--- config.mk ---
export PLATFORM = sky130hd
export DESIGN_NAME = vmul_result_assembler
export DESIGN_NICKNAME = d
export VERILOG_FILES = /design/src/rtl/vmul_result_assembler.sv
export SDC_FILE = /design/constraint.sdc
export NUM_CORES = 1
export LEC_CHECK = 0
export ABC_CLOCK_PERIOD_IN_PS = 6110
export CAP_MARGIN = 20
export CORE_ASPECT_RATIO = 0.8
export CORE_MARGIN = 1
export CORE_UTILIZATION = 34
export DETAILED_ROUTE_END_ITERATION = 16
export GPL_TIMING_DRIVEN = 0
export HOLD_SLACK_MARGIN = 0.08
export PLACE_DENSITY = 0.63
export RECOVER_POWER = 50
export SYNTH_ARGS = -nofsm -noshare
export SYNTH_HDL_FRONTEND = slang
export SYNTH_SLANG_ARGS = --single-unit
--- constraint.sdc ---
create_clock -name clk -period 6.11 [get_ports clk]
set_input_delay 0.9165 -clock clk [delete_from_list [all_inputs] [get_ports clk]]
set_output_delay 0.9165 -clock clk [all_outputs]
set_load 0.02 [all_outputs]
--- src/rtl/vmul_result_assembler.sv ---
// ---------------------------------------------------------------------------
// vmul_result_assembler
//
// Output stage of the 8-lane 8x8 unsigned multiplier array. It combines the
// eight 16-bit unsigned partial products into one registered 64-bit widening
// signed result:
//   sew=00 : four 16-bit products, each sign-corrected on its own
//   sew=01 : two 32-bit products built from four partials each
//   sew=10 : one 64-bit product accumulated over two beats (count_0 = 0, 1)
//   sew=11 : reserved, the beat is dropped
//
// Optional feature macro: SEQ_ERR_EN
//   When it is defined, the seq_err port and beat-protocol violation
//   detection are present. The FSM recovery behaviour is the same whether or
//   not the macro is defined.
//
// Ports
//   clk                   rising-edge clock
//   reset                 asynchronous, active-low reset
//   in_valid              partial-product beat present this cycle
//   sew[1:0]              element width
//   count_0               32-bit beat index (0 = first beat, 1 = second beat)
//   p1..p8[15:0]          unsigned partial products from lanes 1..8
//   sign_A0..sign_A3      MSB of operand A byte 0..3
//   sign_B0..sign_B3      MSB of operand B byte 0..3
//   seq_err               one-cycle violation pulse (SEQ_ERR_EN only)
//   result[63:0]          widening signed product(s), held between updates
//   out_valid             one-cycle pulse when result updates
//   acc_pending           first 32-bit beat stored, second beat awaited
// ---------------------------------------------------------------------------
module vmul_result_assembler (
   input  logic        clk,
   input  logic        reset,
   input  logic        in_valid,
   input  logic [1:0]  sew,
   input  logic        count_0,
   input  logic [15:0] p1,
   input  logic [15:0] p2,
   input  logic [15:0] p3,
   input  logic [15:0] p4,
   input  logic [15:0] p5,
   input  logic [15:0] p6,
   input  logic [15:0] p7,
   input  logic [15:0] p8,
   input  logic        sign_A0,
   input  logic        sign_A1,
   input  logic        sign_A2,
   input  logic        sign_A3,
   input  logic        sign_B0,
   input  logic        sign_B1,
   input  logic        sign_B2,
   input  logic        sign_B3,
`ifdef SEQ_ERR_EN
   output logic        seq_err,
`endif
   output logic [63:0] result,
   output logic        out_valid,
   output logic        acc_pending
);

   typedef enum logic [0:0] {
      IDLE = 1'b0,
      ACC  = 1'b1
   } state_t;

   // Two's-complement negation helpers; negating zero naturally gives zero.
   function automatic logic [15:0] neg16(input logic [15:0] v, input logic n);
      return n ? (16'd0 - v) : v;
   endfunction

   function automatic logic [31:0] neg32(input logic [31:0] v, input logic n);
      return n ? (32'd0 - v) : v;
   endfunction

   function automatic logic [63:0] neg64(input logic [63:0] v, input logic n);
      return n ? (64'd0 - v) : v;
   endfunction

   state_t        state_r;
   state_t        state_next_s;
   logic [63:0]   result_r;
   logic          out_valid_r;
   logic [47:0]   acc_sum_r;
   logic          acc_neg_r;

   logic [63:0]   res8_s;
   logic [31:0]   elem0_s;
   logic [31:0]   elem1_s;
   logic [63:0]   res16_s;
   logic [47:0]   beat_sum_s;
   logic [63:0]   acc_total_s;
   logic [63:0]   res32_s;
   logic [63:0]   next_result_s;
   logic          produce_s;
   logic          load_acc_s;

   // 8-bit elements: each lane is its own product, sign-corrected per byte pair.
   assign res8_s = {neg16(p4, sign_A3 ^ sign_B3),
                    neg16(p3, sign_A2 ^ sign_B2),
                    neg16(p2, sign_A1 ^ sign_B1),
                    neg16(p1, sign_A0 ^ sign_B0)};

   // 16-bit elements: the two cross terms both sit at byte offset 1.
   assign elem0_s = {16'd0, p1} + ({16'd0, p2} << 5'd8) +
                    ({16'd0, p3} << 5'd8) + ({16'd0, p4} << 5'd16);
   assign elem1_s = {16'd0, p5} + ({16'd0, p6} << 5'd8) +
                    ({16'd0, p7} << 5'd8) + ({16'd0, p8} << 5'd16);
   assign res16_s = {neg32(elem1_s, sign_A3 ^ sign_B3),
                     neg32(elem0_s, sign_A1 ^ sign_B1)};

   // 32-bit beat: lanes 1..4 multiply B(2k), lanes 5..8 multiply B(2k+1),
   // so the upper group is one byte further up.
   assign beat_sum_s = {32'd0, p1}              + ({32'd0, p2} << 6'd8)  +
                       ({32'd0, p3} << 6'd16)   + ({32'd0, p4} << 6'd24) +
                       ({32'd0, p5} << 6'd8)    + ({32'd0, p6} << 6'd16) +
                       ({32'd0, p7} << 6'd24)   + ({32'd0, p8} << 6'd32);

   // Second beat covers B2/B3, i.e. two bytes above the first beat.
   assign acc_total_s = {16'd0, acc_sum_r} + ({16'd0, beat_sum_s} << 7'd16);
   assign res32_s     = neg64(acc_total_s, acc_neg_r);

   // Beat protocol: next state, result selection and accumulator load.
   always_comb begin
      state_next_s  = state_r;
      next_result_s = result_r;
      produce_s     = 1'b0;
      load_acc_s    = 1'b0;
      if (in_valid) begin
         case (sew)
            2'b00: begin
               next_result_s = res8_s;
               produce_s     = 1'b1;
               state_next_s  = IDLE;
            end
            2'b01: begin
               next_result_s = res16_s;
               produce_s     = 1'b1;
               state_next_s  = IDLE;
            end
            2'b10: begin
               if (!count_0) begin
                  // A first beat always (re)starts accumulation.
                  load_acc_s   = 1'b1;
                  state_next_s = ACC;
               end else if (state_r == ACC) begin
                  next_result_s = res32_s;
                  produce_s     = 1'b1;
                  state_next_s  = IDLE;
               end else begin
                  // Orphan second beat: dropped.
                  state_next_s = IDLE;
               end
            end
            default: begin
               // Reserved width: dropped, any stored beat is abandoned.
               state_next_s = IDLE;
            end
         endcase
      end else begin
         state_next_s = state_r;
      end
   end

   // State, result and accumulator registers.
   always_ff @(posedge clk or negedge reset) begin
      if (!reset) begin
         state_r     <= IDLE;
         result_r    <= 64'd0;
         out_valid_r <= 1'b0;
         acc_sum_r   <= 48'd0;
         acc_neg_r   <= 1'b0;
      end else begin
         state_r     <= state_next_s;
         result_r    <= next_result_s;
         out_valid_r <= produce_s;
         if (load_acc_s) begin
            acc_sum_r <= beat_sum_s;
            acc_neg_r <= sign_A3 ^ sign_B3;
         end else begin
            acc_sum_r <= acc_sum_r;
            acc_neg_r <= acc_neg_r;
         end
      end
   end

   assign result      = result_r;
   assign out_valid   = out_valid_r;
   assign acc_pending = (state_r == ACC);

`ifdef SEQ_ERR_EN
   logic violation_s;
   logic seq_err_r;

   // Violation: orphan second beat in IDLE, or anything but a second 32-bit
   // beat while a first beat is waiting.
   always_comb begin
      violation_s = 1'b0;
      if (in_valid) begin
         if (state_r == ACC) begin
            violation_s = !((sew == 2'b10) && count_0);
         end else begin
            violation_s = (sew == 2'b10) && count_0;
         end
      end else begin
         violation_s = 1'b0;
      end
   end

   // Register the violation flag as a one-cycle pulse.
   always_ff @(posedge clk or negedge reset) begin
      if (!reset) begin
         seq_err_r <= 1'b0;
      end else begin
         seq_err_r <= violation_s;
      end
   end

   assign seq_err = seq_err_r;
`endif

endmodule

Word level (Yosys, flattened, before mapping)
Index checks and enable logic that the tools add are counted.
W data, S select, Z words.
Storage, ports and cells
  word-level logic and storage cells: 55
  bits in registers: 115
Operators by class
  reduce and logical (&&, ||, !) cells: 4
  bitwise operators: 4
  mux-type cells: 17
  eq/ne operators: 4
  $add $sub $neg: 21
Operators with widths (number)
  $mux W64: 3
  $pmux W64 S3: 1
  $add A16 B24 Y25: 3
  $add A26 B32 Y32: 2
  $add A48 B64 Y64: 1
  $mux W16: 4
  $mux W32: 2
  $sub A1 B16 Y16 const A: 4
  $sub A1 B32 Y32 const A: 2
  $sub A1 B64 Y64 const A: 1
  $add A25 B24 Y26: 2
  $add A44 B48 Y48: 1
  $add A43 B40 Y44: 1
  $add A42 B32 Y43: 1
  $add A41 B24 Y42: 1
  $add A33 B40 Y41: 1
  $add A25 B32 Y33: 1
  $mux W1: 6
  $ne A2 B2 Y1 const B: 2
  $reduce_and A4 Y1: 1
  $xor A1 B1 Y1: 4
  $reduce_bool A3 Y1: 1
  $eq A2 B1 Y1 const B: 1
  $eq A2 B2 Y1 const B: 1
  3 further kinds: 3

Depth between registers and ports, before layout
Gate-level depths: netlist of run 1.
  word-level depth: 13
  mapped depth: 27
  gate-level depth less buffers: 27

Worst setup path before layout of run 1
OpenSTA, ideal clock, no wires.
  kind: input to register
  start: in p2[2]
  end: reg result_r[60], in the netlist result[60]
  arrival time: 7267 ps
  path buffers: 1
  slack: -1282 ps
  cell stages on the path: 26
  required time: 5984 ps
  path through: inv_1 fa_1 inv_1 ha_1 ha_1 fa_1 a211oi_1 o21ai_0 nand3_1 and2_1 o21ai_0 xor2_1 ha_1 clkbuf_1 a21oi_1 o21ai_1 o21ai_0 o311ai_1 o21a_1 or4b_1 or4b_4 or3b_4 or3_4 o31a_1 a211oi_2 nor3b_2
Between the ends
  cells in the longest elaborated chain, start to end: 13
RTL lines
  from (decl): line 38  | input logic [15:0] p2,
  $add A16 B24 Y25 *: line 113  | assign beat_sum_s = {32'd0, p1} + ({32'd0, p2} << 6'd8) +
  $add A25 B32 Y33 *: line 113
  $add A33 B40 Y41 *: line 114  | ({32'd0, p3} << 6'd16) + ({32'd0, p4} << 6'd24) +
  $add A41 B24 Y42 *: line 114
  $add A42 B32 Y43 *: line 115  | ({32'd0, p5} << 6'd8) + ({32'd0, p6} << 6'd16) +
  $add A43 B40 Y44 *: line 115
  $add A44 B48 Y48 *: line 116  | ({32'd0, p7} << 6'd24) + ({32'd0, p8} << 6'd32);
  net beat_sum_s[20]: line 90  | logic [47:0] beat_sum_s;
  $add A48 B64 Y64 *: line 119  | assign acc_total_s = {16'd0, acc_sum_r} + ({16'd0, beat_sum_s} << 7'd16);
  $sub A1 B64 Y64: line 76  | return n ? (64'd0 - v) : v;
  $mux W64 *: line 76
  $mux W64 *: line 145  | end else if (state_r == ACC) begin
  $mux W64 *: line 141  | if (!count_0) begin
  $pmux W64 S3 *: line 129  | case (sew)
  to (signal assigned): line 174  | result_r <= next_result_s;
  to (decl): line 81  | logic [63:0] result_r;
Mark *: on every way through the listed nets, which the timed path passes. The rest lies on a longest branch. The select of a mux whose other input is x is not followed.
A chain may end at the register's enable or synchronous reset.

Worst setup path after layout of run 1
  start: in p1[10]
  end: reg result_r[60], in the netlist result[60]
Between the ends
  cells in the longest elaborated chain, start to end: 13
RTL lines
  from (decl): line 37  | input logic [15:0] p1,
  $add A16 B24 Y25 *: line 113
  $add A25 B32 Y33 *: line 113
  $add A33 B40 Y41 *: line 114
  $add A41 B24 Y42 *: line 114
  $add A42 B32 Y43 *: line 115
  $add A43 B40 Y44 *: line 115
  $add A44 B48 Y48 *: line 116
  net beat_sum_s[20]: line 90
  $add A48 B64 Y64 *: line 119
  $sub A1 B64 Y64: line 76
  $mux W64 *: line 76
  $mux W64 *: line 145
  $mux W64 *: line 141
  $pmux W64 S3 *: line 129
Marks and branches as above.

==> results.ini, run 1 <==
[cells_and_area]
area_growth_pct = 37.6
layout-drive-gt1-share_pct = 22.6
fillCellCount = 4969
nets = 3005
fin_area_um2 = 24600

[synth]
postSynth.asyncResetShare_pct = 100
yosysMostFrequentCell = nand2_1
synth_fp_nets = 2641
synth.yosys.warnings = 0
synth-seq-area-share_pct = 16.1
ys_types = 95
ys_top_cells_by_count = nand2_1, xnor2_1, o21ai_0
synth.cell_area_um2 = 17900
syn_inst = 2292
synthFlopType = dfrtp_1
synth_area_leader_cell = dfrtp_1
synth_seq_cells = 115
synth_edf_count = 0
synth_top_area_share_pct = 16.1
synth.area.top_cells = dfrtp_1, xnor2_1, fa_1, ha_1, o21ai_0
syn_area_per_cell_um2 = 7.81

[sta]
setup_viol = 24
worst_slew_pin_slew_ps = 2740
timing.fmax_mhz = 140
fin_skew_ps = 16.8
slew_headroom_pct = -82.4
hold_ws_ps = 472
rsz0062_at_grt = true
fin_ws_ps = -1030
finalCriticalPeriod_ps = 7140
timing_hold_violations_final = 0
finalCritPeriodShare_pct = 117
slew_violations = 118
setup_tns_ps = -17090

[floorplan]
fp.dieH_um = 207
pin_count = 208
std_cell_rows = 74
core_area_um2 = 51500
dieArea_um2 = 53600
start_util_pct = 34.8
die_w_um = 259

[drt]
drc_errors = 0
wl_met1_um = 36100
vias = 20200
maxUsedRoutingLayer = met5
routed-wl-met3_um = 8220
wirelength_um = 83200
drt_iter0_markers = 2549
drtAntennaViolNets = 0
drtPass1Iterations = 6
wl_per_cell_um = 24.8
met2_wirelength_um = 36200
via_per_inst = 6.03

[place]
gp_congestion = 0.973
dp_slack_ps = -2640
portBuffers = 205
dpl.hpwl_um = 66400
place_area_um2 = 21000

[global_routing]
antenna_found_initial = 4
grt_pass1_wl_um = 121000
first_global_vias = 19400
grt_usage_pct = 29.9
grt_start_max_net_pins = 71
overflow = 0

[clocking]
h-tree-depth = 4
cts-root-buf = clkbuf_16
clock_sinks = 115
cts_buffers = 17
cts_tree = done
path_clk_slew_ps = 60
hold_buffers = 0
clock_latency_ps = 460
cts.path.max_buffers = 2

[critical_path]
cp.required_ps = 6440
crit_slowest_cell = fa_1
path_max_fanout = 6
cp.arrival_ps = 7470
crit_path_max_incr_delay_ps = 550
endpoint_kind = register
critical_path_class = in -> reg
critPathLaunchType = input pin

[power]
power_uw = 13100
p_per_area_nw_per_um2 = 533
irDropWorstVdd_uv = 393
p_leak_uw = 0.00987

[outcome]
outcome = finished, violations left
violations = max-capacitance violations, max-slew violations, negative setup slack

[worst_hold_path]
hold_path_class = reg -> reg

[flow_run]
max_cap_viol_count = 2

power by group:
part	leakage (uW)	internal (uW)	total (uW)	switching (uW)
registers	0.00142	1010	1280	273
clock network	0.000285	616	1060	442
logic	0.00816	4610	10800	6170
metal layers:
layer  up-vias  global-route usage, %
li1       8951                      -
met1      9972                   41.9
met2      1106                   45.5
met3       189                   6.50
met4         4                   9.08
met5         -                      0
state kept, by name (all words and copies together), names as in the netlist:
signal       cells
acc_neg_r        1
acc_pending      1
acc_sum_r       48
out_valid        1
result          64
cell families after synthesis:
group / count (synthesis) / share of synthesized area, %
adders and majority gates: 207 / 18.0
muxes: 44 / 2.69
buffers and inverters: 276 / 5.92
AOI/OAI and AO/OA: 678 / 24.6
xor gates and xnor gates: 283 / 13.9
DFF: 115 / 16.1
and+or+nand+nor: 689 / 18.8
cell usage in the layout, fill, tap and decap left out, types with 24 or more instances in the layout:
master,count
a21o_1,27
a21oi_1,117
a21oi_2,25
buf_4,149
clkbuf_1,80
clkdlybuf4s50_1,116
dfrtp_1,115
fa_1,81
ha_1,85
ha_4,35
inv_1,133
inv_2,24
mux2_2,33
nand2_1,229
nand3_1,41
nand4_1,29
nor2_1,151
nor3_1,39
o21ai_0,152
o31ai_1,51
xnor2_1,177
xnor2_2,24
xor2_1,70
area by class of cell:
| type | instances | area (um^2) | share of cell area (%) |
|---|---|---|---|
| antenna | 3 | 7.51 | 0.0305 |
| clock inverter | 13 | 150 | 0.610 |
| inverter | 169 | 668 | 2.71 |
| multi-input combinational | 1901 | 16000 | 65.0 |
| sequential | 115 | 2880 | 11.7 |
| clock buffer | 19 | 443 | 1.80 |
| timing repair buffer | 358 | 3160 | 12.8 |
| buffer | 94 | 447 | 1.81 |
| tap | 684 | 856 | 3.48 |
what timing repair did:
action / in CTS / in global routing
endpoints found under the hold margin: 0 / 0
pin swaps: 129 / 105
setup buffers: 113 / 46
resized for setup: 560 / 142
endpoints found under the setup margin: 33 / 28
worst max-delay path, delay by kind of cell:
family                     cells  cell delay (ps)
adders and majority gates      5             1730
and+or+nand+nor                7             2280
buffers and inverters          4              330
xor gates and xnor gates       1              240
muxes                          1              300
AOI/OAI and AO/OA             10             1650
per-stage QoR:
step / utilization (%) / cells
3_5_place_dp: 40.8 / 3183
5_1_grt: 47.8 / 3353
2_1_floorplan: - / 2292
3_3_place_gp: 40.7 / 3181
6_report: 47.8 / 3356
4_1_cts: 46.2 / 3317
final timing paths:
| kind | depth (start not counted) | startpoint | slack [ps] | to |
|---|---|---|---|---|
| setup / recovery | 28 | p1[10] | -1030 | result[60] |
| max in group asynchronous | 2 | reset | 1690 | result[59] |
| setup reg to reg | 15 | acc_sum_r[16] | 390 | result[60] |
| hold / removal | 2 | result[9] | 470 | result[9] |
| hold reg to reg | 2 | result[9] | 470 | result[9] |
| min in group asynchronous | 1 | reset | 1320 | result[4] |
No activity file was read; power rests on OpenSTA's default activity.
==> run 2, diff against run 1 <==
--- a/config.mk
+++ b/config.mk
@@ -13,7 +13,7 @@
 export DETAILED_ROUTE_END_ITERATION = 16
 export GPL_TIMING_DRIVEN = 0
 export HOLD_SLACK_MARGIN = 0.08
-export PLACE_DENSITY = 0.63
+export PLACE_DENSITY = 0.57
 export RECOVER_POWER = 50
 export SYNTH_ARGS = -nofsm -noshare
 export SYNTH_HDL_FRONTEND = slang
==> results.ini, run 2 (synthesis gave the netlist of run 1 again) <==
[outcome]
outcome = finished, violations left
violations = max-capacitance violations, max-slew violations, negative setup slack

[drt]
wirelength_um = 84300
drc_errors = 0
vias = 20100
wl_per_cell_um = 25.0
via_per_inst = 5.96
drt_iter0_markers = 2206
drtAntennaViolNets = 0
drtPass1Iterations = 7

[clocking]
cts_tree = done
h-tree-depth = 4
cts-root-buf = clkbuf_16
hold_buffers = 0
path_clk_slew_ps = 70
cts_buffers = 17
cts.path.max_buffers = 2
clock_latency_ps = 460
clock_sinks = 115

[cells_and_area]
final_util_pct = 48.3
largest_reg_flops = 64
seq_area_um2 = 2880
stdcell_count = 3366
final_cell_mix = nand2_1, xnor2_1, buf_4, o21ai_0, nor2_1
multi_input_area_um2 = 16200
layout-drive-gt1-share_pct = 24.0
final_common_cell = nand2_1
nets = 3016
area_growth_pct = 38.8
fillCellCount = 5006

[global_routing]
first_global_vias = 19400
grtUsageMet2_pct = 46.1
busiest_layer = met2
grt_pass1_wl_um = 124000
grt_start_max_net_pins = 71
grtUsageMet1_pct = 44.2
overflow = 0
antenna_found_initial = 3
grt_usage_pct = 30.7
met3_usage_pct = 5.08

[place]
dpl.hpwl_um = 67400
dp_cells = 3182
portBuffers = 205
gp_congestion = 0.976
dp_slack_ps = -2740

[critical_path]
path_max_fanout = 5
critical_path_class = in -> reg
crit_slowest_cell = or4b_4
cp.required_ps = 6450
critPathLaunchType = input pin
endpoint_kind = register
rrSetupSlack_ps = 530
cp.arrival_ps = 7330
crit_path_max_incr_delay_ps = 530

[sta]
fin_skew_ps = 15.8
finalCriticalPeriod_ps = 6990
slew_headroom_pct = -80.2
fin_ws_ps = -878
timing.fmax_mhz = 143
hold_ws_ps = 477
rsz0062_at_grt = true
worst_slew_pin_slew_ps = 2700
slew_violations = 118
setup_viol = 20
timing_hold_violations_final = 0
finalCritPeriodShare_pct = 114

[power]
p_per_area_nw_per_um2 = 531
p_leak_uw = 0.00996
irDropWorstVdd_uv = 391

[floorplan]
dieArea_um2 = 53600
fp.dieH_um = 207
std_cell_rows = 74
pin_count = 208
die_w_um = 259
start_util_pct = 34.8
core_area_um2 = 51500

[flow_run]
max_cap_viol_count = 2

[worst_hold_path]
hold_path_class = reg -> reg

==> run 2: cell types whose count changed in the layout (fill, tap and decap cells not counted), moves of 5 or more <==
cell,before,now
buf_4,149,165
ha_4,35,40
clkdlybuf4s15_2,10,3
ha_1,85,79
buf_2,17,26
inv_1,133,124
inv_2,24,30
==> run 2: per-stage QoR <==
stage                     setup TNS, ps  power, uW  area (um^2)
after global placement          -168670       8700        21000
after global routing             -16400      13800        24800
after detailed placement         -63240       8790        21000
after floorplan                   -7220       6270        18100
after CTS                        -11160      12100        24000
final                            -13860      13200        24800
==> run 2: cell type report <==
class / instances / area share [%]
multi-input cells: 1901 / 65.1
repair buffers: 369 / 13.0
flip-flops and latches: 115 / 11.6
well taps: 684 / 3.44
inverters: 169 / 2.74
plain buffers: 94 / 1.84
clock buffers: 18 / 1.77
clock inverters: 14 / 0.509
diodes: 2 / 0.0201
==> run 2: metal layers <==
| metal | part of all wire (%) | vias up |
|---|---|---|
| met2 | 44 | 973 |
| met5 | 0 | - |
| met1 | 45 | 9947 |
| met4 | 3.4 | 0 |
| met3 | 8.5 | 159 |
| li1 | - | 8974 |
==> run 2: path summary, 6_finish.rpt <==
path                          startpoint       endpoint  cells past startpoint
hold / removal                 result[3]      result[3]                      2
max in group asynchronous          reset  acc_sum_r[34]                      2
setup / recovery                   p5[3]     result[60]                     27
hold reg to reg                result[3]      result[3]                      2
min in group asynchronous          reset   acc_sum_r[3]                      1
setup reg to reg           acc_sum_r[16]     result[60]                     15
==> run 2: worst max-delay path, delay by kind of cell <==
family	cells	cell delay, ps
adder cells (fa/ha/maj)	4	1340
buffers and inverters	6	750
AO/OA/AOI/OAI	10	2070
XOR/XNOR	1	210
AND/OR/NAND/NOR	6	2020
==> run 2: where the power goes <==
part | total (uW) | switching [uW] | internal (uW) | leakage, uW
Combinational | 10800 | 6230 | 4620 | 0.00827
Sequential | 1300 | 294 | 1010 | 0.00142
Clock | 1030 | 458 | 572 | 0.000266
==> run 2: repair_timing <==
action                                  CTS  global route
pin swaps                               147            98
resized for setup                       627           142
setup buffers                           128            43
endpoints found under the setup margin   33            26
==> run 3, diff against run 2 <==
--- a/config.mk
+++ b/config.mk
@@ -5,12 +5,13 @@
 export SDC_FILE = /design/constraint.sdc
 export NUM_CORES = 1
 export LEC_CHECK = 0
-export ABC_CLOCK_PERIOD_IN_PS = 6110
+export ABC_CLOCK_PERIOD_IN_PS = 7950
 export CAP_MARGIN = 20
 export CORE_ASPECT_RATIO = 0.8
 export CORE_MARGIN = 1
 export CORE_UTILIZATION = 34
 export DETAILED_ROUTE_END_ITERATION = 16
+export GPL_ROUTABILITY_DRIVEN = 0
 export GPL_TIMING_DRIVEN = 0
 export HOLD_SLACK_MARGIN = 0.08
 export PLACE_DENSITY = 0.57
==> constraint.sdc (replaced) <==
create_clock -name clk -period 7.95 [get_ports clk]
set_input_delay 1.1925 -clock clk [delete_from_list [all_inputs] [get_ports clk]]
set_output_delay 1.1925 -clock clk [all_outputs]
set_load 0.02 [all_outputs]
==> results.ini, run 3 (synthesis gave the netlist of run 1 again) <==
[outcome]
outcome = finished, violations left
violations = max-capacitance violations, max-slew violations

[global_routing]
overflow = 0
grt_usage_pct = 28.3
first_global_vias = 18300
grt_pass1_wl_um = 114000
grt_start_max_net_pins = 69
antenna_found_initial = 3

[critical_path]
critPathLaunchType = input pin
reg2reg_from = acc_sum_r[16]
rrSetupSlack_ps = 2490
cp.required_ps = 8290
critical_path_class = in -> reg
crit_path_frequent_cell = o211ai_1
reg2reg_depth = 15
cp-endpoint = result[60]
crit_start = p1[13]
cp.arrival_ps = 8240
crit_path_max_incr_delay_ps = 740
timing.rr.end = result[60]
endpoint_kind = register
crit_slowest_cell = clkdlybuf4s50_1
cp_cell_sequence = clkdlybuf4s50_1 -> fa_1 -> ha_1 -> ha_1 -> o211ai_1 -> buf_4 -> o211ai_1 -> nand2_2 -> nand2_1 -> xor2_2 -> ha_4 -> a21oi_2 -> o21ai_2 -> nor3_1 -> o211ai_1 -> o311ai_4 -> o21a_1 -> or4b_4 -> or4b_4 -> or3b_4 -> or3_4 -> o31a_1 -> a211oi_2 -> nor3b_2
path_max_fanout = 7

[sta]
finalCriticalPeriod_ps = 7890
setup_tns_ps = 0
finalCritPeriodShare_pct = 99.3
fin_skew_ps = 17.6
fin_ws_ps = 55.4
worst_slew_pin_slew_ps = 4280
setup_viol = 0
timing.fmax_mhz = 127
slew_violations = 118
timing_hold_violations_final = 0
slew_headroom_pct = -185

[power]
intPower_uw = 3720
swShare_pct = 54.3
power.net_switching_uw = 4430
p_comb_share_pct = 77.4
irDropWorstVdd_uv = 200
p_per_area_nw_per_um2 = 365
p_leak_uw = 0.00904
seqPwrFrac_pct = 12.0
clkPwrFrac_pct = 10.6
power_uw = 8160

[cells_and_area]
layout-drive-gt1-share_pct = 10.4
largest_reg_flops = 64
area_growth_pct = 24.7
antenna_cells = 0
final_util_pct = 43.4
fin_area_um2 = 22300
final_common_cell = nand2_1
final_cell_mix = nand2_1, xnor2_1, o21ai_0, inv_1, nor2_1
nets = 2880

[place]
portBuffers = 205
place_area_um2 = 20800
dpl.hpwl_um = 64400
dp_slack_ps = -1530

[flow_run]
max_cap_viol_count = 2

[clocking]
h-tree-depth = 4
clock_sinks = 115
path_clk_slew_ps = 60
clock_latency_ps = 470
cts-root-buf = clkbuf_16
cts.path.max_buffers = 2
cts_buffers = 17
cts_tree = done

[floorplan]
std_cell_rows = 74
fp.dieH_um = 207
die_w_um = 259
pin_count = 208
dieArea_um2 = 53600
start_util_pct = 34.8
core_area_um2 = 51500

[worst_hold_path]
hold_path_class = reg -> reg

[drt]
via_per_inst = 6.05
wirelength_um = 78400
drc_errors = 0
drt_iter0_markers = 2310
vias = 19500
wl_per_cell_um = 24.3
drtPass1Iterations = 8
drtAntennaViolNets = 0

==> run 3: cell type report <==
class / instances / area [um^2]
fillers: 5189 / 29200
multi-input cells: 1901 / 14700
flip-flops and latches: 115 / 2880
repair buffers: 236 / 2250
well taps: 684 / 856
inverters: 169 / 634
clock buffers: 17 / 425
plain buffers: 91 / 365
clock inverters: 15 / 195
==> run 3: power by group through the flow <==
| stage | clock (uW) | combinational, uW | sequential (uW) |
|---|---|---|---|
| final | 865 | 6310 | 976 |
| after global routing | 891 | 6710 | 995 |
| after CTS | 864 | 5770 | 966 |
| after detailed placement | 0 | 5470 | 973 |
| after global placement | 0 | 5410 | 969 |
| after floorplan | 0 | 3680 | 1000 |
==> run 3: how the worst min path moves through the flow <==
stage                  start            end  cells past startpoint
2_1_floorplan  acc_sum_r[38]  acc_sum_r[38]                      2
3_3_place_gp       result[1]      result[1]                      2
3_5_place_dp      result[11]     result[11]                      2
4_1_cts            result[1]      result[1]                      2
5_1_grt           result[11]     result[11]                      2
6_report           result[1]      result[1]                      2
==> run 3: worst max-delay path, delay by kind of cell <==
kind	cells	cell delay, ps
simple gates	8	2530
compound gates	9	1830
fa+ha+maj	4	1440
buf+inv	2	920
xor+xnor	1	290
==> run 3: per-stage QoR <==
step	hold WS, ps	std cells
final	469	3228
after detailed placement	470	3182
after global routing	493	3228
after global placement	465	3181
after floorplan	455	2292
after CTS	484	3215
==> run 3: timing repair <==
action	4_1_cts	5_1_grt
buffers inserted	13	17
setup endpoints to repair	20	18
hold buffers	0	0
pin swaps	12	21
hold endpoints to repair	0	0
cloned	0	0
gates resized for setup	108	106
==> run 3: per-layer routing <==
metal | wire length [um] | share of wire [%] | vias to the layer above | GRT usage, %
met5 | 17 | 0.022 | - | 0
met4 | 2910 | 3.7 | 2 | 9.86
met3 | 8890 | 11 | 182 | 6.73
li1 | - | - | 8716 | -
met1 | 33800 | 43 | 9436 | 40.3
met2 | 32800 | 42 | 1182 | 41.4
